$ cat src/rtl/mac_ctrl_defs.sv
// mac_ctrl_defs -- shared definitions for the dot-product MAC controller.
// Holds the controller state encoding and the default vector-length width.
// The systolic-array top-level sequencer imports the same package so both
// agree on state values when they are observed or forwarded.
package mac_ctrl_defs;

  // Default width of the vector-length field.
  localparam int LEN_W_DEF = 8;

  // Controller states.
  //   ST_IDLE  : waiting for start
  //   ST_RUN   : accepting operand pairs
  //   ST_DRAIN : last pair accepted, waiting for the multiply/accumulate pipe to empty
  //   ST_FLUSH : one-cycle accumulator clear / result-transfer strobe
  //   ST_DONE  : one-cycle done pulse, DSP result outputs valid
  typedef enum logic [2:0] {
    ST_IDLE  = 3'd0,
    ST_RUN   = 3'd1,
    ST_DRAIN = 3'd2,
    ST_FLUSH = 3'd3,
    ST_DONE  = 3'd4
  } state_t;

endpackage

$ cat src/rtl/mac_en_pipe.sv
// mac_en_pipe -- two-stage enable pipe that follows an accepted operand pair
// through the DSP multiply and accumulate stages.
//
// Ports
//   clk    : system clock, rising edge
//   rst_n  : asynchronous active-low reset
//   accept : an operand pair is loaded into the DSP a/b registers this cycle
//   flush  : synchronously empty the pipe at the next edge (cancels pending work)
//   men    : product-register enable (pair accepted one cycle ago)
//   sen    : accumulate enable (pair accepted two cycles ago)
//
// Kept as its own module so an array of processing elements can chain one per PE.
module mac_en_pipe (
  input  logic clk,
  input  logic rst_n,
  input  logic accept,
  input  logic flush,
  output logic men,
  output logic sen
);

  logic v1;
  logic v2;

  always_ff @(posedge clk or negedge rst_n) begin
    if (!rst_n) begin
      v1 <= 1'b0;
      v2 <= 1'b0;
    end else if (flush) begin
      v1 <= 1'b0;
      v2 <= 1'b0;
    end else begin
      v1 <= accept;
      v2 <= v1;
    end
  end

  // Bubbles on accept simply travel down the pipe as zeros, so the DSP
  // stages hold their contents on those cycles.
  assign men = v1;
  assign sen = v2;

endmodule

$ cat src/rtl/mac_ctrl.sv
// mac_ctrl -- sequencer for one dot-product job on a DSP multiply-accumulate slice.
//
// A job starts on start (len sampled), accepts len operand pairs from a
// valid/ready source, lets the multiply/accumulate pipe drain, strobes the
// DSP accumulator clear/result transfer once, then pulses done. abort during
// the run or drain cancels outstanding work and ends the job with aborted=1.
//
// Ports
//   clk      : system clock, rising edge
//   rst_n    : asynchronous active-low reset (the DSP shares it)
//   start    : begin one job (honoured only while idle)
//   len      : number of operand pairs, sampled with start
//   abort    : cancel the job in progress (honoured in RUN/DRAIN only)
//   in_valid : source presents an operand pair on the DSP a/b inputs
//   in_ready : pair is accepted this cycle
//   aen, ben : DSP operand-register load enables (equal to accept)
//   men      : DSP product-register enable
//   sen      : DSP accumulate enable
//   sreset   : DSP accumulator clear and result-transfer strobe
//   busy     : a job is in progress
//   done     : one-cycle pulse, DSP s_out/sat valid
//   aborted  : qualifies done, job ended by abort
module mac_ctrl
  import mac_ctrl_defs::*;
#(
  parameter int LEN_W = LEN_W_DEF
) (
  input  logic             clk,
  input  logic             rst_n,
  input  logic             start,
  input  logic [LEN_W-1:0] len,
  input  logic             abort,
  input  logic             in_valid,
  output logic             in_ready,
  output logic             aen,
  output logic             ben,
  output logic             men,
  output logic             sen,
  output logic             sreset,
  output logic             busy,
  output logic             done,
  output logic             aborted
);

  state_t           state;
  state_t           state_next;
  logic [LEN_W-1:0] count;
  logic             aborted_flag;
  logic             accept;
  logic             abort_take;

  // abort only has an effect while there is work in flight.
  assign abort_take = abort & ((state == ST_RUN) | (state == ST_DRAIN));
  assign accept     = in_valid & in_ready;
  assign aen        = accept;
  assign ben        = accept;

  mac_en_pipe u_pipe (
    .clk    (clk),
    .rst_n  (rst_n),
    .accept (accept),
    .flush  (abort_take),
    .men    (men),
    .sen    (sen)
  );

  // State register.
  always_ff @(posedge clk or negedge rst_n) begin
    if (!rst_n) begin
      state <= ST_IDLE;
    end else begin
      state <= state_next;
    end
  end

  // Next-state logic.
  always_comb begin
    state_next = state;
    case (state)
      ST_IDLE: begin
        if (start) begin
          state_next = (len == '0) ? ST_FLUSH : ST_RUN;
        end
      end
      ST_RUN: begin
        if (abort) begin
          state_next = ST_FLUSH;
        end else if (accept && (count == LEN_W'(1))) begin
          state_next = ST_DRAIN;
        end
      end
      ST_DRAIN: begin
        // DRAIN never accepts, so once stage 1 is empty the whole pipe is
        // empty at the next edge and the flush strobe cannot overlap sen.
        if (abort || !men) begin
          state_next = ST_FLUSH;
        end
      end
      ST_FLUSH: state_next = ST_DONE;
      ST_DONE:  state_next = ST_IDLE;
      default:  state_next = ST_IDLE;
    endcase
  end

  // Output decode from the registered state.
  always_comb begin
    in_ready = 1'b0;
    busy     = 1'b0;
    sreset   = 1'b0;
    done     = 1'b0;
    aborted  = 1'b0;
    case (state)
      ST_IDLE:  busy = 1'b0;
      ST_RUN: begin
        busy     = 1'b1;
        in_ready = ~abort;
      end
      ST_DRAIN: busy = 1'b1;
      ST_FLUSH: begin
        busy   = 1'b1;
        sreset = 1'b1;
      end
      ST_DONE: begin
        busy    = 1'b1;
        done    = 1'b1;
        aborted = aborted_flag;
      end
      default:  busy = 1'b0;
    endcase
  end

  // Remaining-pair count. Loading len and counting down to 1 means the
  // all-ones length finishes without ever wrapping.
  always_ff @(posedge clk or negedge rst_n) begin
    if (!rst_n) begin
      count <= '0;
    end else if ((state == ST_IDLE) && start) begin
      count <= len;
    end else if (accept) begin
      count <= count - LEN_W'(1);
    end
  end

  // Remembers that the current job was cancelled until its done cycle.
  always_ff @(posedge clk or negedge rst_n) begin
    if (!rst_n) begin
      aborted_flag <= 1'b0;
    end else if ((state == ST_IDLE) && start) begin
      aborted_flag <= 1'b0;
    end else if (abort_take) begin
      aborted_flag <= 1'b1;
    end
  end

endmodule

$ cat config.mk
export PLATFORM = sky130hd
export DESIGN_NAME = mac_ctrl
export DESIGN_NICKNAME = d
export VERILOG_FILES = /design/src/rtl/mac_ctrl_defs.sv /design/src/rtl/mac_en_pipe.sv /design/src/rtl/mac_ctrl.sv
export SDC_FILE = /design/constraint.sdc
export NUM_CORES = 1
export LEC_CHECK = 0
export ABC_CLOCK_PERIOD_IN_PS = 1600
export BUFFER_PORTS_ARGS = -buffer_cell sky130_fd_sc_hd__buf_2
export CAP_MARGIN = 15
export CORE_MARGIN = 1.5
export CORE_UTILIZATION = 48
export CTS_BUF_LIST = sky130_fd_sc_hd__clkbuf_8
export CTS_CLUSTER_SIZE = 16
export DETAILED_ROUTE_END_ITERATION = 8
export PLACE_DENSITY = 0.75
export SLEW_MARGIN = 20
export SYNTH_ARGS = -nofsm -noshare
export SYNTH_HDL_FRONTEND = slang
export SYNTH_SLANG_ARGS = --single-unit
$ cat constraint.sdc
create_clock -name clk -period 1.6 [get_ports clk]
set_input_delay 0.32 -clock clk [delete_from_list [all_inputs] [get_ports clk]]
set_output_delay 0.32 -clock clk [all_outputs]
set_load 0.02 [all_outputs]
==> results of run 1 <==
[metal layers]
layer / wire (um) / vias up / track usage, %
met5: 0 / - / 0
met2: 1430 / 40 / 48.8
li1: - / 424 / -
met3: 153 / 10 / 4.08
met4: 70 / 0 / 12.1
met1: 1120 / 456 / 36.0
[cells in the mapped netlist]
| cell | n | area [um^2] |
|---|---|---|
| dfrtp_1 | 14 | 350 |
| xor2_1 | 2 | 17.5 |
| a221o_1 | 1 | 10.0 |
| or4_1 | 1 | 7.51 |
| inv_1 | 7 | 26.3 |
| nor3b_1 | 1 | 7.51 |
| nand3b_1 | 1 | 7.51 |
| a32o_1 | 1 | 10.0 |
| a21oi_1 | 2 | 10.0 |
| nor4b_2 | 2 | 30.0 |
| ha_1 | 2 | 25.0 |
| o311ai_0 | 1 | 8.76 |
| or3_1 | 1 | 6.26 |
| buf_2 | 2 | 10.0 |
| nand2_1 | 5 | 18.8 |
| nand4_1 | 1 | 6.26 |
| nor2b_1 | 1 | 6.26 |
| nor2_1 | 9 | 33.8 |
| o211ai_1 | 1 | 7.51 |
| clkbuf_1 | 1 | 3.75 |
| o21ai_0 | 6 | 30.0 |
| o41a_1 | 1 | 11.3 |
| a211oi_1 | 2 | 15.0 |
| nor3_1 | 2 | 10.0 |
| buf_4 | 1 | 7.51 |
| and2_1 | 2 | 12.5 |
| nand4b_1 | 1 | 8.76 |
| a221o_2 | 1 | 11.3 |
| a21o_1 | 3 | 22.5 |
| xnor2_1 | 1 | 8.76 |
| a221oi_1 | 1 | 8.76 |
| a21boi_0 | 1 | 7.51 |
| and3_1 | 2 | 12.5 |
| a2111oi_2 | 1 | 15.0 |
| nor4b_1 | 2 | 17.5 |
| nand3_1 | 4 | 20.0 |
[where the power goes]
group	leakage [uW]	internal, uW	switching (uW)
Clock	0.0000288	218	128
Sequential	0.000170	518	160
Combinational	0.000466	831	766
[worst max-delay path: cells and delay by family (launching register included)]
kind                   cells  cell delay, ns
DFF                        1            0.42
and+or+nand+nor            1            0.25
AOI/OAI and AO/OA          3            0.57
buffers and inverters      2            0.31
[cell type report]
type / count / area share, %
multi-input cells: 62 / 37.2
repair buffers: 50 / 28.9
flip-flops and latches: 14 / 26.2
clock buffers: 4 / 4.09
inverters: 7 / 2.14
well taps: 16 / 1.49
[cells in the final DEF (no fill, tap or decap), drive strengths merged, types with 2 or more instances in the layout]
master  instances
a211oi          2
a21o            3
a21oi           2
a221o           2
and2            2
and3            2
buf            49
clkbuf          4
dfrtp          14
ha              2
inv             7
nand2           5
nand3           4
nor2            9
nor3            2
nor4b           4
o21ai           6
xor2            2
[logic make-up after synthesis]
logic type | after synthesis
DFF | 14
AOI/OAI and AO/OA | 22
buffers and inverters | 11
and+or+nand+nor | 35
xor gates and xnor gates | 3
adders and majority gates | 2
[what timing repair did]
item,4_1_cts,5_1_grt
endpoints found under the setup margin,8,13
resized for setup,20,13
hold buffers,1,0
cloned,0,0
setup buffers,12,3
endpoints found under the hold margin,14,0
pin swaps,4,3
[per-stage QoR]
| step | setup WS (ns) | cell area (um^2) | power (uW) | utilization (%) | hold slack (ns) |
|---|---|---|---|---|---|
| 6_report | -0.0737 | 1350 | 2620 | 86.4 | 0.308 |
| 3_3_place_gp | -0.353 | 1040 | 1710 | 66.5 | 0.234 |
| 4_1_cts | -0.0527 | 1260 | 2390 | 81.0 | 0.301 |
| 2_1_floorplan | -0.199 | 842 | 1360 | - | 0.0244 |
| 5_1_grt | -0.151 | 1350 | 2760 | 86.4 | 0.334 |
| 3_5_place_dp | -0.387 | 1040 | 1750 | 66.5 | 0.235 |
[how the worst max path moves through the flow]
stage,from,to,depth (start not counted)
floorplan,len[3],state[1],4
global placement,len[3],state[1],5
detailed placement,len[3],state[1],5
CTS,len[3],state[1],5
global route,len[3],state[1],5
finish,state[2],count[3],6
[state kept, by name, summed over array words and instances, names as in the netlist]
signal and flops:
count 8, state 3, aborted_flag 1, u_pipe.men 1, u_pipe.sen 1
==> run summary, run 1 <==
power density over the cells = 1950 mW/mm^2
relative slew slack = 75.1%
Synth Warn # = 0
Crit Path Max Fanout = 4
Gate Count Post-Synth = 87
largest net degree at the start of global routing = 15
Slowest cell on crit path = dfrtp_2
RSZ-0062 raised after global routing = yes
critical path class = reg -> reg
Synth Area in Simple Gates = 25.0%
CP Launch Type = flop
Vias/cell = 6.08
Register Area = 353 um^2
per-cell routed wire length = 18.2 um
placed cell count = 133
Period minus WS final = 1.67 ns
Lkg Pwr = 0.000665 uW
first-pass GRT wire length = 3960 um
Std-Cell Core Area = 0.00156 mm^2
Sink Count = 14
worst reg2reg path startpoint = state[2]
Worst Reg2Reg Path Length in Cells = 6
initial antenna violation count = 0
RR Endpoint = count[3]
Hold Path Class = in -> reg
die area = 0.00197 mm^2
fmax = 597 MHz
CTS tree = yes
post-synthesis compound-gate area fraction = 20.4%
Clock Tree Root = clkbuf_8
flop2flop setup slack = -0.07 ns
Mapped Avg Cell Area = 9.45 um^2
DPL Wire Length = 1470 um
CTS buffer count = 3
CTS HTree Levels = 1
fraction of synthesized cell area in xor and xnor cells = 3.20%
synthesis-stage register bit count = 14
Final Hold Viols = 0
max_cap viols = 0
worst ir drop on vdd = 1270 uV
Yosys cell types = 36
clock tree buffer depth = 2
critical-path cell list = nor4b_4 > buf_4 > buf_6 > a21o_1 > o21ai_1 > a221o_2
vias in the first global route = 874
num ports = 22
Critical Path AT = 1.80 ns
final period utilization = 105%
Placement Rows = 14
remaining antenna violation count = 0
Fillers = 69
later-pin clock latency in the skew report = 0.24 ns
Worst Path Required = 1.73 ns
main combinational cell family by area after synthesis = simple AND/OR/NAND/NOR gates
initial drt markers = 46
setup TNS = -0.482 ns
post-synthesis mux area share = 0%
post-synthesis cell area = 822 um^2
Syn Nets = 102
status = finished, violations left
sequential-to-total area share from yosys stat = 42.6%
Inserted Diodes = 0
placer congestion estimate = 0.826
critical path's largest stage delay = 0.42 ns
drc violations = 2
drt first pass iters = 6
final std cells w/o fill = 153
nets = 153
Overflow after GRT = 0
die height = 44.4 um
Via Count = 930
layout cells sized above 1 = 51.8%
fin. max-slew vios = 0
number of setup violations in the final report = 10
Worst Hold End = count[6]
Clock Skews = 0.00201 ns
die width = 44.4 um
Post-Synth Adder-Cell Area = 3.04%
Initial Util = 52.7%
Worst-path clk slew = 0.06 ns
hold-critical path depth = 3
failing checks = design-rule violations, negative setup slack
final worst slack = -0.0737 ns
worst hold start = len[6]
port bufs = 21
Worst Setup End Kind = flop
synthesis-to-layout area growth = 63.8%
gr usage total = 28.6%
Least-Margin Pin Slew = 0.374 ns
area of the multi-input gates = 500 um^2
wirelength, routed = 2780 um
Power figures use the tool's default switching activity.
==> run 2, diff against run 1 <==
--- a/config.mk
+++ b/config.mk
@@ -6,7 +6,7 @@
 export NUM_CORES = 1
 export LEC_CHECK = 0
 export ABC_CLOCK_PERIOD_IN_PS = 1600
-export BUFFER_PORTS_ARGS = -buffer_cell sky130_fd_sc_hd__buf_2
+export BUFFER_PORTS_ARGS = -buffer_cell sky130_fd_sc_hd__buf_4
 export CAP_MARGIN = 15
 export CORE_MARGIN = 1.5
 export CORE_UTILIZATION = 48
==> run 2 against run 1 <==
  * The run ends with negative setup slack left
  * Fmax down 3.6%
  * Worst hold slack improved by 0.0064 ns
  * Power fell by 3.9%
  * Critical path depth fell by 1
  * Critical endpoint is now state[1]
  * Via count fell by 1.4%
  * Largest power group unchanged
  * Setup slack got worse by 0.063 ns
  * Core utilization down 0.80 points
  * Design area fell by 0.93%
  * Combinational power fell by 3%
  * Wire length fell by 2.9%
==> run summary, run 2 (synthesis results as in run 1) <==
gr usage total = 27.0% (-1.6 points)
vias in the first global route = 842 (-3.7%)
commonest cells after routing, fill and taps aside = buf_4, dfrtp_1, buf_6
post-layout util = 85.6% (-0.80 points)
max_cap viols = 0 (unchanged)
num ports = 22 (unchanged)
critical-path cell list = buf_6 > or4_1 > or3_1 > o41a_1 > a2111oi_2
status = finished, violations left
CTS HTree Levels = 1 (unchanged)
Std-Cell Core Area = 0.00156 mm^2 (unchanged)
remaining antenna violation count = 0 (unchanged)
die width = 44.4 um (unchanged)
most common cell after layout, fill and taps aside = buf_4
critical path class = in -> reg
Vias/cell = 6.15 (+1.2%)
placer congestion estimate = 0.821 (-0.58%)
Sink Count = 14 (unchanged)
Placement Rows = 14 (unchanged)
wirelength, routed = 2700 um (-2.9%)
crit path buf inv count = 1 (-1)
layout cells sized above 1 = 48.9% (-3.0 points)
Critical Path AT = 1.85 ns (+0.05 ns)
Worst Setup End Kind = flop
final std cells w/o fill = 149 (-2.6%)
clock tree buffer depth = 2 (unchanged)
setup TNS = -0.791 ns (-0.310 ns)
CP delay by family, top = simple AND/OR/NAND/NOR gates
drc violations = 0 (-2)
per-cell routed wire length = 18.1 um (-0.27%)
Worst Path Required = 1.72 ns (about the same)
die height = 44.4 um (unchanged)
max FFs per register = 8 (unchanged)
initial antenna violation count = 0 (unchanged)
Crit Path Max Fanout = 2 (-2)
nets = 150 (-2.0%)
Lkg Pwr = 0.000647 uW (-2.7%)
Period minus WS final = 1.74 ns (+0.0631 ns)
CTS buffer count = 3 (unchanged)
top flop regs = count (8), state (3)
Clock Tree Root = clkbuf_8
Final Hold Viols = 0 (unchanged)
final worst slack = -0.137 ns (-0.0631 ns)
Clock Skews = 0.000872 ns (-0.00114 ns)
worst ir drop on vdd = 1180 uV (-6.4%)
critical path's largest stage delay = 0.49 ns (+0.07 ns)
total power = 2520 uW (-3.9%)
Slowest cell on crit path = or4_1
drt first pass iters = 6 (unchanged)
placed cell count = 132 (-0.75%)
power density over the cells = 1890 mW/mm^2 (-3.0%)
fmax = 576 MHz (-3.6%)
final period utilization = 109% (+3.9 points)
synthesis-to-layout area growth = 62.3%
relative slew slack = 77.2% (+2.1 points)
Overflow after GRT = 0 (unchanged)
Inserted Diodes = 0 (unchanged)
later-pin clock latency in the skew report = 0.24 ns (about the same)
failing checks = negative setup slack
pre-CTS setup slack = -0.381 ns (+0.00597 ns)
initial drt markers = 38 (-17%)
port bufs = 21 (unchanged)
DPL Wire Length = 1480 um (+0.86%)
CTS tree = yes
first-pass GRT wire length = 3800 um (-4.0%)
fin. max-slew vios = 0 (unchanged)
Worst-path clk slew = 0.06 ns (about the same)
RSZ-0062 raised after global routing = yes
Hold Path Class = in -> reg
largest net degree at the start of global routing = 15 (unchanged)
die area = 0.00197 mm^2 (unchanged)
Largest Register = count
Via Count = 917 (-1.4%)
number of setup violations in the final report = 12 (+2)
Least-Margin Pin Slew = 0.341 ns (-0.0330 ns)
CP Launch Type = primary input
flop2flop setup slack = -0.12 ns (-0.05 ns)
Initial Util = 52.7% (unchanged)
==> run 2: cell types whose count changed in the layout (fill, tap and decap cells not counted), sizes merged <==
cell,previous run,this run
clkbuf,4,3
buf,49,46
==> run 2: worst paths after layout <==
kind,startpoint,end,depth (start not counted)
setup / recovery,len[3],state[1],5
hold / removal,len[6],count[6],3
setup reg to reg,state[2],count[3],5
hold reg to reg,count[4],count[4],1
max in group asynchronous,rst_n,state[1],2
min in group asynchronous,rst_n,count[7],2
==> run 2: what timing repair did <==
action,4_1_cts,5_1_grt
endpoints found under the setup margin,8,15
gates cloned,0,0
pin swaps,5,8
hold endpoints to repair,14,0
buffers inserted,8,6
gates resized for setup,14,12
hold buffers,1,0
==> run 2: where the power goes <==
group	switching (uW)	internal, uW	leakage, uW
Combinational	753	799	0.000454
Sequential	169	516	0.000172
Clock	115	166	0.0000216
==> run 2: cell type report <==
class,count,area (um^2)
Multi-Input combinational cell,62,492
Timing Repair Buffer,47,400
Sequential cell,14,352
Fill cell,77,225
Clock buffer,3,41.3
Inverter,7,28.8
Tap cell,16,20.0
==> run 2: worst register-to-register path, cell delays in order, from the launching register on <==
cell and delay [ns]:
dfrtp_1 0.41, nor4b_4 0.40, buf_4 0.22, a21o_1 0.17, o21ai_1 0.08, a221o_2 0.33
==> run 2: metal layers <==
metal  GRT usage, %  vias to the layer above  share of wire, %
li1               -                      412                 -
met3           4.49                       13               7.4
met1           33.9                      433                38
met2           46.5                       59                51
met5              0                        -                 0
met4           9.70                        0               3.5
==> run 2: per-stage QoR <==
step | cell area (um^2) | hold WS, ns
floorplan | 842 | 0.0244
global placement | 1080 | 0.179
detailed placement | 1080 | 0.180
CTS | 1240 | 0.295
global route | 1330 | 0.334
finish | 1330 | 0.314
